### src/rtl/fm7_sub_pkg.sv
// Shared definitions for the FM-7 main/sub shared-RAM controller.
package fm7_sub_pkg;

  typedef enum logic [1:0] {
    StRun,
    StReq,
    StHalted,
    StRel
  } halt_state_e;

  localparam logic [15:0] FD05_ADDR        = 16'hFD05;
  localparam logic [15:0] WIN_BASE_DEFAULT = 16'hFC80;
  localparam logic [15:0] WIN_SIZE         = 16'd128;

  localparam int unsigned HALT_BIT   = 7;
  localparam int unsigned CANCEL_BIT = 6;
  localparam int unsigned ACK_CNT_W  = 3;

  // Offset arithmetic wraps, so a base near $FFFF still decodes a contiguous window.
  function automatic logic in_window(input logic [15:0] addr, input logic [15:0] base);
    logic [15:0] offset;
    offset = addr - base;
    return offset < WIN_SIZE;
  endfunction

endpackage

### src/rtl/sub_ack_filter.sv
// Saturating run-length filter on the sub CPU halt acknowledge (SBA & SBS).
module sub_ack_filter
  import fm7_sub_pkg::*;
#(
  parameter int unsigned LIMIT = 2
) (
  input  logic i_clk,
  input  logic i_rst,
  input  logic i_en,
  input  logic i_ack,
  output logic o_done
);

  localparam logic [ACK_CNT_W-1:0] LIMIT_W = ACK_CNT_W'(LIMIT);
  localparam logic [ACK_CNT_W-1:0] CNT_MAX = '1;

  logic [ACK_CNT_W-1:0] r_count;
  logic [ACK_CNT_W-1:0] w_count_inc;
  logic                 w_counting;

  assign w_counting  = i_en && i_ack;
  assign w_count_inc = (r_count == CNT_MAX) ? r_count : r_count + 1'b1;

  always_ff @(posedge i_clk) begin
    if (i_rst || !w_counting) begin
      r_count <= '0;
    end else begin
      r_count <= w_count_inc;
    end
  end

  // Done looks at the value being counted this cycle so the FSM can leave REQ on the same edge.
  assign o_done = w_counting && (w_count_inc >= LIMIT_W);

endmodule

### src/rtl/sub_halt_ctrl.sv
// Main-CPU side halt handshake, shared window decode and cancel latch for the FM-7 sub system.
module sub_halt_ctrl
  import fm7_sub_pkg::*;
#(
  parameter int unsigned  ACK_FILTER = 2,
  parameter logic [15:0]  WIN_BASE   = WIN_BASE_DEFAULT
) (
  input  logic        CLKSYS,
  input  logic        RESET,
  input  logic [15:0] MADDRBUS,
  input  logic [7:0]  MDATA_in,
  output logic [7:0]  MDATA_out,
  input  logic        MRDQEn,
  input  logic        MWTQEn,
  input  logic [7:0]  SRDATA_in,
  input  logic        SBA,
  input  logic        SBS,
  input  logic        SCANACKn,
  output logic        SHALTn,
  output logic        SHALTACn,
  output logic        SUBSELn,
  output logic        SCANCELn
);

  halt_state_e r_state;
  logic        r_shaltn;
  logic        r_shaltacn;
  logic        r_cancel;

  logic w_fd05_sel;
  logic w_fd05_wr;
  logic w_halt_set;
  logic w_halt_clr;
  logic w_in_win;
  logic w_ack_done;
  logic w_busy;
  logic w_unused_data;

  assign w_fd05_sel = (MADDRBUS == FD05_ADDR);
  assign w_fd05_wr  = w_fd05_sel && !MWTQEn;
  assign w_halt_set = w_fd05_wr && MDATA_in[HALT_BIT];
  assign w_halt_clr = w_fd05_wr && !MDATA_in[HALT_BIT];
  assign w_in_win   = in_window(MADDRBUS, WIN_BASE);
  assign w_busy     = (r_state != StHalted);

  assign w_unused_data = ^MDATA_in[CANCEL_BIT-1:0];

  sub_ack_filter #(
    .LIMIT (ACK_FILTER)
  ) u_ack_filter (
    .i_clk  (CLKSYS),
    .i_rst  (RESET),
    .i_en   (r_state == StReq),
    .i_ack  (SBA && SBS),
    .o_done (w_ack_done)
  );

  // Strobes are registered alongside the state so the grant never glitches.
  always_ff @(posedge CLKSYS) begin
    if (RESET) begin
      r_state    <= StRun;
      r_shaltn   <= 1'b1;
      r_shaltacn <= 1'b1;
    end else begin
      case (r_state)
        StRun: begin
          if (w_halt_set) begin
            r_state  <= StReq;
            r_shaltn <= 1'b0;
          end
        end
        StReq: begin
          if (w_halt_clr) begin
            r_state <= StRel;
          end else if (w_ack_done) begin
            r_state    <= StHalted;
            r_shaltacn <= 1'b0;
          end
        end
        StHalted: begin
          if (w_halt_clr) begin
            r_state    <= StRel;
            r_shaltacn <= 1'b1;
          end
        end
        StRel: begin
          r_state  <= StRun;
          r_shaltn <= 1'b1;
        end
        default: begin
          r_state    <= StRun;
          r_shaltn   <= 1'b1;
          r_shaltacn <= 1'b1;
        end
      endcase
    end
  end

  // Set has priority over the sub-side acknowledge.
  always_ff @(posedge CLKSYS) begin
    if (RESET) begin
      r_cancel <= 1'b0;
    end else if (w_fd05_wr && MDATA_in[CANCEL_BIT]) begin
      r_cancel <= 1'b1;
    end else if (!SCANACKn) begin
      r_cancel <= 1'b0;
    end
  end

  always_comb begin
    MDATA_out = 8'hFF;
    if (!MRDQEn) begin
      if (w_fd05_sel) begin
        MDATA_out = {w_busy, 7'h7F};
      end else if (w_in_win && !r_shaltacn) begin
        MDATA_out = SRDATA_in;
      end
    end
  end

  assign SUBSELn  = r_shaltacn || (MRDQEn && MWTQEn) || !w_in_win;
  assign SHALTn   = r_shaltn;
  assign SHALTACn = r_shaltacn;
  assign SCANCELn = !r_cancel;

endmodule
### config.mk
export PLATFORM = sky130hd
export DESIGN_NAME = sub_halt_ctrl
export DESIGN_NICKNAME = d
export VERILOG_FILES = /design/src/rtl/fm7_sub_pkg.sv /design/src/rtl/sub_ack_filter.sv /design/src/rtl/sub_halt_ctrl.sv
export SDC_FILE = /design/constraint.sdc
export NUM_CORES = 1
export LEC_CHECK = 0
export CAP_MARGIN = 10
export CELL_PAD_IN_SITES_DETAIL_PLACEMENT = 1
export CELL_PAD_IN_SITES_GLOBAL_PLACEMENT = 1
export CORE_UTILIZATION = 21
export CTS_BUF_LIST = sky130_fd_sc_hd__clkbuf_8
export DETAILED_ROUTE_END_ITERATION = 10
export HOLD_SLACK_MARGIN = 0.05
export PLACE_DENSITY = 0.83
export SLEW_MARGIN = 20
export SYNTH_ARGS = -nofsm -noshare
export SYNTH_HDL_FRONTEND = slang
export SYNTH_HIERARCHICAL = 1
export SYNTH_SLANG_ARGS = --single-unit
### constraint.sdc
create_clock -name CLKSYS -period 2.45 [get_ports CLKSYS]
set_input_delay 0.49 -clock CLKSYS [delete_from_list [all_inputs] [get_ports CLKSYS]]
set_output_delay 0.49 -clock CLKSYS [all_outputs]
set_load 0.05 [all_outputs]
==> flow_summary.toml, run 1 <==
[setup_path]
crit_path_end_kind = "output port"
critPathKind = "in2out"
cp_cell_sequence = "clkdlybuf4s50_1, nand2_1, or4_4, nor2_4, a21oi_2, or2_4, buf_8"
cpPeakStageDelay_ns = 0.51
path_max_fanout = 2
cp.required_ns = 1.96
crit_arrival_ns = 2.16
start_kind = "input port"
worst_path_max_delay_cell = "or4_4"

[detailed_routing]
route.met3.wl_um = 313
drtIter0Drc = 29
top_layer = "met4"
ant_nets = 0
wl_met1_um = 1160
firstDrtPassIters = 4
post_drt_wl_per_cell_um = 17.3
vias = 890
wl_met2_um = 1630
viasPerCell = 4.89
drc = 0
drt-total-wl_um = 3150

[placed_design]
post-place-ws_ns = -0.623
io_buffers = 44
place.gp.congestion = 0.744
hpwlAfterDp_um = 2000

[grt]
grt_pass1_vias = 917
grt_antenna_before_repair = 0
grt_use_total = 0.165
grt_max_degree = 10
grt.overflow.total = 0
grt_pass1_wl_um = 4230

[final_layout]
regArea_um2 = 160
drive_gt1_frac = 0.370
nets = 186
diodes = 0
post-route-util = 0.455
area_growth_pct = 103
fillers = 359
multi_input_area_um2 = 571

[clock_network]
cts_made_buffers = 3
clkSlewWorstSetupHoldPaths_ns = 0.04
htreeDepth = 1
cts_tree = "done"
hold_buffers = 0
cts_num_sinks = 8
cts_buffer_depth = 2
cts-root-buf = "clkbuf_8"
clk_latency_ns = 0.23

[timing]
finalSetupViolCount = 9
post-route-min-period_ns = 2.65
drv_slew = 0
fin_crit_sh = 1.08
max_freq_mhz = 377
worst_pin_slew_ns = 0.524
tns_ns = -0.807
holdWs_ns = 0.489
rsz0062_at_grt = "true"
final.setup_skew_ns = 0.00628
hold_violations = 0
worst_slack_ns = -0.200
relSlewSlack = 0.650

[floorplanning]
start_util = 0.225
rows = 20
die_y_um = 59.4
die_w_um = 59.4
core_um2 = 3080
ios = 51
die_area_um2 = 3530

[logic_synthesis]
synth_flop_cell = "dfxtp_1"
synth_xor_area_frac = 0.0127
synth_fp_nets = 128
synthAdderAreaFrac = 0.127
synthMuxAreaShare = 0
postSynthCellCount = 82
synth_compound_area_frac = 0.284
synth_seq_cells = 8
syn_area_um2 = 692
synth-simple-area-share = 0.275
synth.distinct_cells = 34
synth_top_family_by_area = "compound AO/OA/AOI/OAI gates"
ys_seq_area_frac = 0.231
synth-async-reset-ratio = 0
ys_warn_count = 6
synth-edff-count = 0
synth.avg_cell_area_um2 = 8.44

[power]
p_per_area_nw_per_um2 = 275
p_total_mw = 0.385
p_leak_nw = 0.563
ir_worst_vdd_mv = 0.276

[run]
max-cap-violations = 0

[hold_path]
worstHoldPathType = "reg2reg"

[run_status]
status = "finished, violations left"
violations = "setup timing"
cell usage after synthesis, types with 2 or more instances:
master    instances  area [µm²]
or3_1             7        43.8
a21o_1            2        15.0
nand2b_1          2        12.5
nand3_1           2        10.0
inv_1            12        45.0
ha_1              7        87.6
nand3b_1          2        15.0
a21oi_1           5        25.0
dfxtp_1           8         160
o31ai_1           3        22.5
or4_1             2        15.0
nand2_1           2        7.51
nor2_1            7        26.3
per-stage QoR:
stage	instance area, µm²	instances
finish	1400	182
detailed placement	1200	173
global placement	1200	173
CTS	1350	180
global route	1400	182
floorplan	699	82
sequential cells by signal (all words and copies together) (netlist names):
register and flops:
SHALTACn 1, SHALTn 1, r_cancel 1, r_state 2
u_ack_filter/r_count 3
power by group:
group	internal (mW)	switching (mW)
combinational	0.0561	0.0355
clock	0.107	0.0535
sequential	0.132	0.00115
total	0.295	0.0902
worst max-delay path, delay by kind of cell:
kind	cells	cell delay, ns
and+or+nand+nor	4	0.97
buffers and inverters	2	0.62
AOI/OAI and AO/OA	1	0.07
repair_timing:
item,CTS,global route
gates cloned,1,0
gates resized for setup,54,13
pin swaps,13,9
setup buffers,3,2
endpoints found under the setup margin,12,10
cell usage in the layout (no fill, tap or decap), types with 2 or more instances in the layout:
master and n:
a21o_1 2, a21oi_1 4, a21oi_2 2, buf_2 2, buf_4 8, buf_6 9
buf_8 4, clkbuf_8 3, clkdlybuf4s15_1 4, clkdlybuf4s50_1 23, dfxtp_1 8, dlygate4sd2_1 2
ha_1 6, inv_1 10, inv_4 2, nand3_1 2, nand3b_1 2, nor2_1 5
nor2_4 2, o31ai_1 3, or3_4 6, or4_4 4
layer usage:
metal / global-route usage / up-vias
met1: 0.154 / 417
li1: - / 417
met2: 0.334 / 49
met3: 0.0611 / 7
met4: 0.0306 / 0
met5: 0 / -
final cells by class:
type	count	share of cell area
multi-input combinational	62	0.407
timing repair buffer	53	0.374
sequential	8	0.114
tap	44	0.0393
inverter	12	0.0357
clock buffer	3	0.0295
path summary, 6_finish.rpt:
path	start	to	slack, ns	cells after the start
setup / recovery	MADDRBUS[2]	MDATA_out[7]	-0.20	7
hold / removal	u_ack_filter/r_count[1]	u_ack_filter/r_count[1]	0.49	2
setup reg to reg	r_state[1]	r_state[0]	0.40	7
hold reg to reg	u_ack_filter/r_count[1]	u_ack_filter/r_count[1]	0.49	2
cell families after synthesis:
kind of cell,after synthesis
XOR/XNOR,1
AO/OA/AOI/OAI,22
AND/OR/NAND/NOR,31
buffers and inverters,13
flip-flops,8
adder cells (fa/ha/maj),7
Power figures use the tool's default switching activity.
==> run 2, diff against run 1 <==
- PLACE_DENSITY: 0.83 -> unset
- PLACE_DENSITY_LB_ADDON: unset -> 0.1
- TNS_END_PERCENT: unset -> 20
==> flow_summary.toml, run 2 (synthesis results as in run 1) <==
[run_status]
status = "finished, violations left"
violations = "setup timing"

[timing]
post-route-min-period_ns = 2.62
final.setup_skew_ns = 0.000371
holdWs_ns = 0.499
fin_crit_sh = 1.07
rsz0062_at_grt = "true"
hold_violations = 0
finalSetupViolCount = 8
max_freq_mhz = 381
drv_slew = 0
worst_pin_slew_ns = 0.504
worst_slack_ns = -0.172
relSlewSlack = 0.663
tns_ns = -0.763

[final_layout]
diodes = 0
multi_input_area_um2 = 556
regMostFlops = "u_ack_filter/r_count"
final_cell_mix = "clkdlybuf4s50_1 (23), inv_1 (10), buf_4 (9)"
area_growth_pct = 98.6
drive_gt1_frac = 0.343
fillers = 373
nets = 185
mostFrequentLayoutCell = "clkdlybuf4s50_1"
reg.largest.list = "u_ack_filter/r_count: 3 flops, r_state: 2 flops"
largest_register_ffs = 3
layout.cells.non_filler = 181
regArea_um2 = 160

[placed_design]
dp_cells = 175
place.gp.congestion = 0.776
hpwlAfterDp_um = 1910
io_buffers = 44

[setup_path]
crit_path_end_kind = "output port"
timing.reg2reg.setup_slack_ns = 0.40
r2r_start = "r_state[1]"
ff2ff_path_depth = 7
start_kind = "input port"
rr_endpoint = "r_state[0]"
critPathKind = "in2out"
cp.required_ns = 1.96
crit_arrival_ns = 2.13
path_max_fanout = 2

[hold_path]
holdPathStages = 2
worstHoldPathType = "reg2reg"
hp-start = "r_cancel"
whs_endpoint = "r_cancel"

[clock_network]
clk_latency_ns = 0.23
cts-root-buf = "clkbuf_8"
cts_num_sinks = 8
cts_tree = "done"
clkSlewWorstSetupHoldPaths_ns = 0.04
cts_made_buffers = 3
htreeDepth = 1
cts_buffer_depth = 2

[floorplanning]
rows = 20
die_area_um2 = 3530
start_util = 0.225
die_y_um = 59.4
die_w_um = 59.4
ios = 51
core_um2 = 3080

[power]
p_sw_mw = 0.0877
seq_power_share = 0.350
p_per_area_nw_per_um2 = 277
clock_power_share = 0.426
p_leak_nw = 0.569
p_comb_frac = 0.223
intPower_mw = 0.293
sw_frac_of_total = 0.231
ir_worst_vdd_mv = 0.249

[grt]
grt_antenna_before_repair = 0
grt_use_total = 0.152
grt_pass1_vias = 883
grt_pass1_wl_um = 3960
grt_max_degree = 10
grt.overflow.total = 0

[detailed_routing]
drc = 0
ant_nets = 0
viasPerCell = 4.72
drtIter0Drc = 15
drt-total-wl_um = 2520
firstDrtPassIters = 3
post_drt_wl_per_cell_um = 13.9
vias = 854

[run]
max-cap-violations = 0
## run 2: cell count changes in the layout (fill, tap and decap cells not counted), sizes merged
cell / previous run / this run
clkdlybuf4s15: 4 / 0
dlymetal6s2s: 0 / 2
buf: 23 / 22
dlygate4sd2: 2 / 4
## run 2: how the worst max path moves through the flow
stage	from	to	slack, ns	cells past startpoint
3_5_place_dp	MADDRBUS[7]	MDATA_out[7]	-0.60	9
3_3_place_gp	MADDRBUS[7]	MDATA_out[7]	-0.56	9
2_1_floorplan	MADDRBUS[5]	MDATA_out[7]	-0.01	5
6_report	MADDRBUS[6]	MDATA_out[7]	-0.17	7
4_1_cts	MADDRBUS[6]	MDATA_out[7]	-0.24	7
5_1_grt	MADDRBUS[6]	MDATA_out[7]	-0.21	7
## run 2: what timing repair did
item,4_1_cts,5_1_grt
pin swaps,11,9
setup endpoints to repair,12,11
hold buffers,0,0
gates cloned,1,0
resized for setup,45,15
buffers inserted,1,1
## run 2: power by group through the flow
stage / sequential, mW / clock [mW] / combinational (mW)
after floorplan: 0.141 / 0 / 0.0120
after global routing: 0.133 / 0.174 / 0.0907
after global placement: 0.135 / 0 / 0.0790
after detailed placement: 0.136 / 0 / 0.0804
final: 0.133 / 0.162 / 0.0850
after CTS: 0.133 / 0.168 / 0.0791
## run 2: final cells by class
class / instances / area share
inverter: 12 / 0.0364
sequential: 8 / 0.117
clock buffer: 3 / 0.0301
timing repair buffer: 52 / 0.372
tap: 44 / 0.0401
multi-input combinational: 62 / 0.404
## run 2: per-stage QoR
stage	area, µm²	setup WS, ns	power (mW)	utilization
CTS	1310	-0.237	0.381	0.426
global placement	1210	-0.563	0.214	0.393
global route	1370	-0.210	0.398	0.446
floorplan	694	-0.0133	0.153	-
detailed placement	1210	-0.601	0.216	0.393
finish	1370	-0.172	0.380	0.446
## run 2: metal layers
layer	global-route usage	vias up	wire, µm
li1	-	419	-
met1	0.157	391	1020
met2	0.284	39	1230
met3	0.0371	5	225
met4	0.0714	0	47
met5	0	-	0
## run 2: worst max-delay path: stages
cell	delay (ns)
buf_6	0.09
or4_4	0.52
or4_4	0.46
nor2_4	0.14
a21oi_2	0.06
or2_4	0.23
buf_8	0.15
==> run 3, diff against run 2 <==
- CORE_UTILIZATION: 21 -> 23
- MAX_ROUTING_LAYER: unset -> met4
- clock period: 2.45 -> 2.7 ns (I/O delays scaled with it)
==> flow_summary.toml, run 3 (synthesis results as in run 1) <==
[setup_path]
start_kind = "input port"
ff2ff_path_depth = 7
crit_path_end_kind = "output port"
rr_endpoint = "r_state[0]"
r2r_start = "r_state[1]"
timing.reg2reg.setup_slack_ns = 0.60
path_max_fanout = 2
crit_arrival_ns = 2.19
critPathKind = "in2out"
cp.required_ns = 2.16

[placed_design]
hpwlAfterDp_um = 1940
place.gp.congestion = 0.777
dpl_cell_area_um2 = 1200
io_buffers = 44

[detailed_routing]
firstDrtPassIters = 6
post_drt_wl_per_cell_um = 14.1
drc = 12
vias = 830
ant_nets = 0
drtIter0Drc = 18
viasPerCell = 4.94
drt-total-wl_um = 2360

[clock_network]
hold_buffers = 0
clk_latency_ns = 0.23
cts_buffer_depth = 2
cts_made_buffers = 3
cts-root-buf = "clkbuf_8"
clkSlewWorstSetupHoldPaths_ns = 0.04
htreeDepth = 1
cts_num_sinks = 8
cts_tree = "done"

[timing]
tns_ns = -0.0339
rsz0062_at_grt = "true"
worst_slack_ns = -0.0339
max_freq_mhz = 366
fin_crit_sh = 1.01
finalSetupViolCount = 1
hold_violations = 0
post-route-min-period_ns = 2.73
final.setup_skew_ns = 0.000399
drv_slew = 0
relSlewSlack = 0.658
worst_pin_slew_ns = 0.511

[final_layout]
diodes = 0
largest_register_ffs = 3
fillers = 335
nets = 185
drive_gt1_frac = 0.307
regMostFlops = "u_ack_filter/r_count"
mostFrequentLayoutCell = "clkdlybuf4s50_1"
area_growth_pct = 85.5
regArea_um2 = 160
design_area_um2 = 1280
multi_input_area_um2 = 526
reg.largest.list = "u_ack_filter/r_count: 3 flops, r_state: 2 flops"
final_cell_mix = "clkdlybuf4s50_1 (23), buf_4 (12), inv_1 (10)"

[grt]
grt_antenna_before_repair = 0
grt_max_degree = 10
top_usage_layer = "met2"
use_met2 = 0.272
grt_use_total = 0.153
grt.overflow.total = 0
grt_use_met3 = 0.0323
grt_pass1_wl_um = 3790
grt_pass1_vias = 841
grt_util_met1 = 0.173

[hold_path]
hp-start = "r_cancel"
whs_endpoint = "r_cancel"
worstHoldPathType = "reg2reg"
holdPathStages = 2

[floorplanning]
core_um2 = 2810
rows = 19
die_w_um = 56.9
die_area_um2 = 3230
ios = 51
start_util = 0.247
die_y_um = 56.9

[power]
p_per_area_nw_per_um2 = 261
p_leak_nw = 0.539
ir_worst_vdd_mv = 0.222

[run_status]
violations = "DRC, setup timing"
status = "finished, violations left"

[run]
max-cap-violations = 0
[run 3: cell count changes in the layout (fill, tap and decap cells not counted), sizes merged]
cell / change
dlygate4sd2: +1
dlymetal6s2s: -1
[run 3: timing repair]
item / in CTS / in global routing
gates cloned: 1 / 0
pin swaps: 11 / 5
setup buffers: 1 / 0
setup endpoints to repair: 10 / 8
gates resized for setup: 42 / 3
[run 3: where the power goes]
group	internal (mW)	switching, mW	total [mW]	leakage, nW
Clock	0.0967	0.0481	0.145	0.0216
Sequential	0.120	0.000820	0.121	0.0646
Combinational	0.0441	0.0255	0.0696	0.453
[run 3: per-layer routing]
metal | vias to the layer above | routed length [µm]
li1 | 415 | -
met1 | 380 | 965
met2 | 32 | 1190
met3 | 3 | 194
met4 | 0 | 17
met5 | - | 0
[run 3: worst max path at each step]
stage,from,to,cells past startpoint
finish,MADDRBUS[6],MDATA_out[7],7
global route,MADDRBUS[6],MDATA_out[7],7
global placement,MADDRBUS[7],MDATA_out[7],9
detailed placement,MADDRBUS[7],MDATA_out[7],9
floorplan,MADDRBUS[5],MDATA_out[7],5
CTS,MADDRBUS[6],MDATA_out[7],7
[run 3: critical path, stage by stage]
cell,delay [ns]
buf_6,0.09
or4_4,0.52
or4_4,0.46
nor2_4,0.14
a21oi_2,0.06
or2_4,0.24
buf_8,0.15
[run 3: metrics by stage]
step	power (mW)	util	cells	setup slack, ns	hold WS, ns
2_1_floorplan	0.139	-	82	0.0431	0.453
3_3_place_gp	0.194	0.427	163	-0.473	0.464
3_5_place_dp	0.196	0.427	163	-0.497	0.481
4_1_cts	0.341	0.457	168	-0.0802	0.491
5_1_grt	0.351	0.458	168	-0.0823	0.513
6_report	0.335	0.458	168	-0.0339	0.484
[run 3: area by class of cell]
type                    count  share of cell area
clock buffers               3              0.0322
inverters                  12              0.0351
multi-input cells          62               0.409
flip-flops and latches      8               0.125
well taps                  31              0.0302
repair buffers             52               0.368
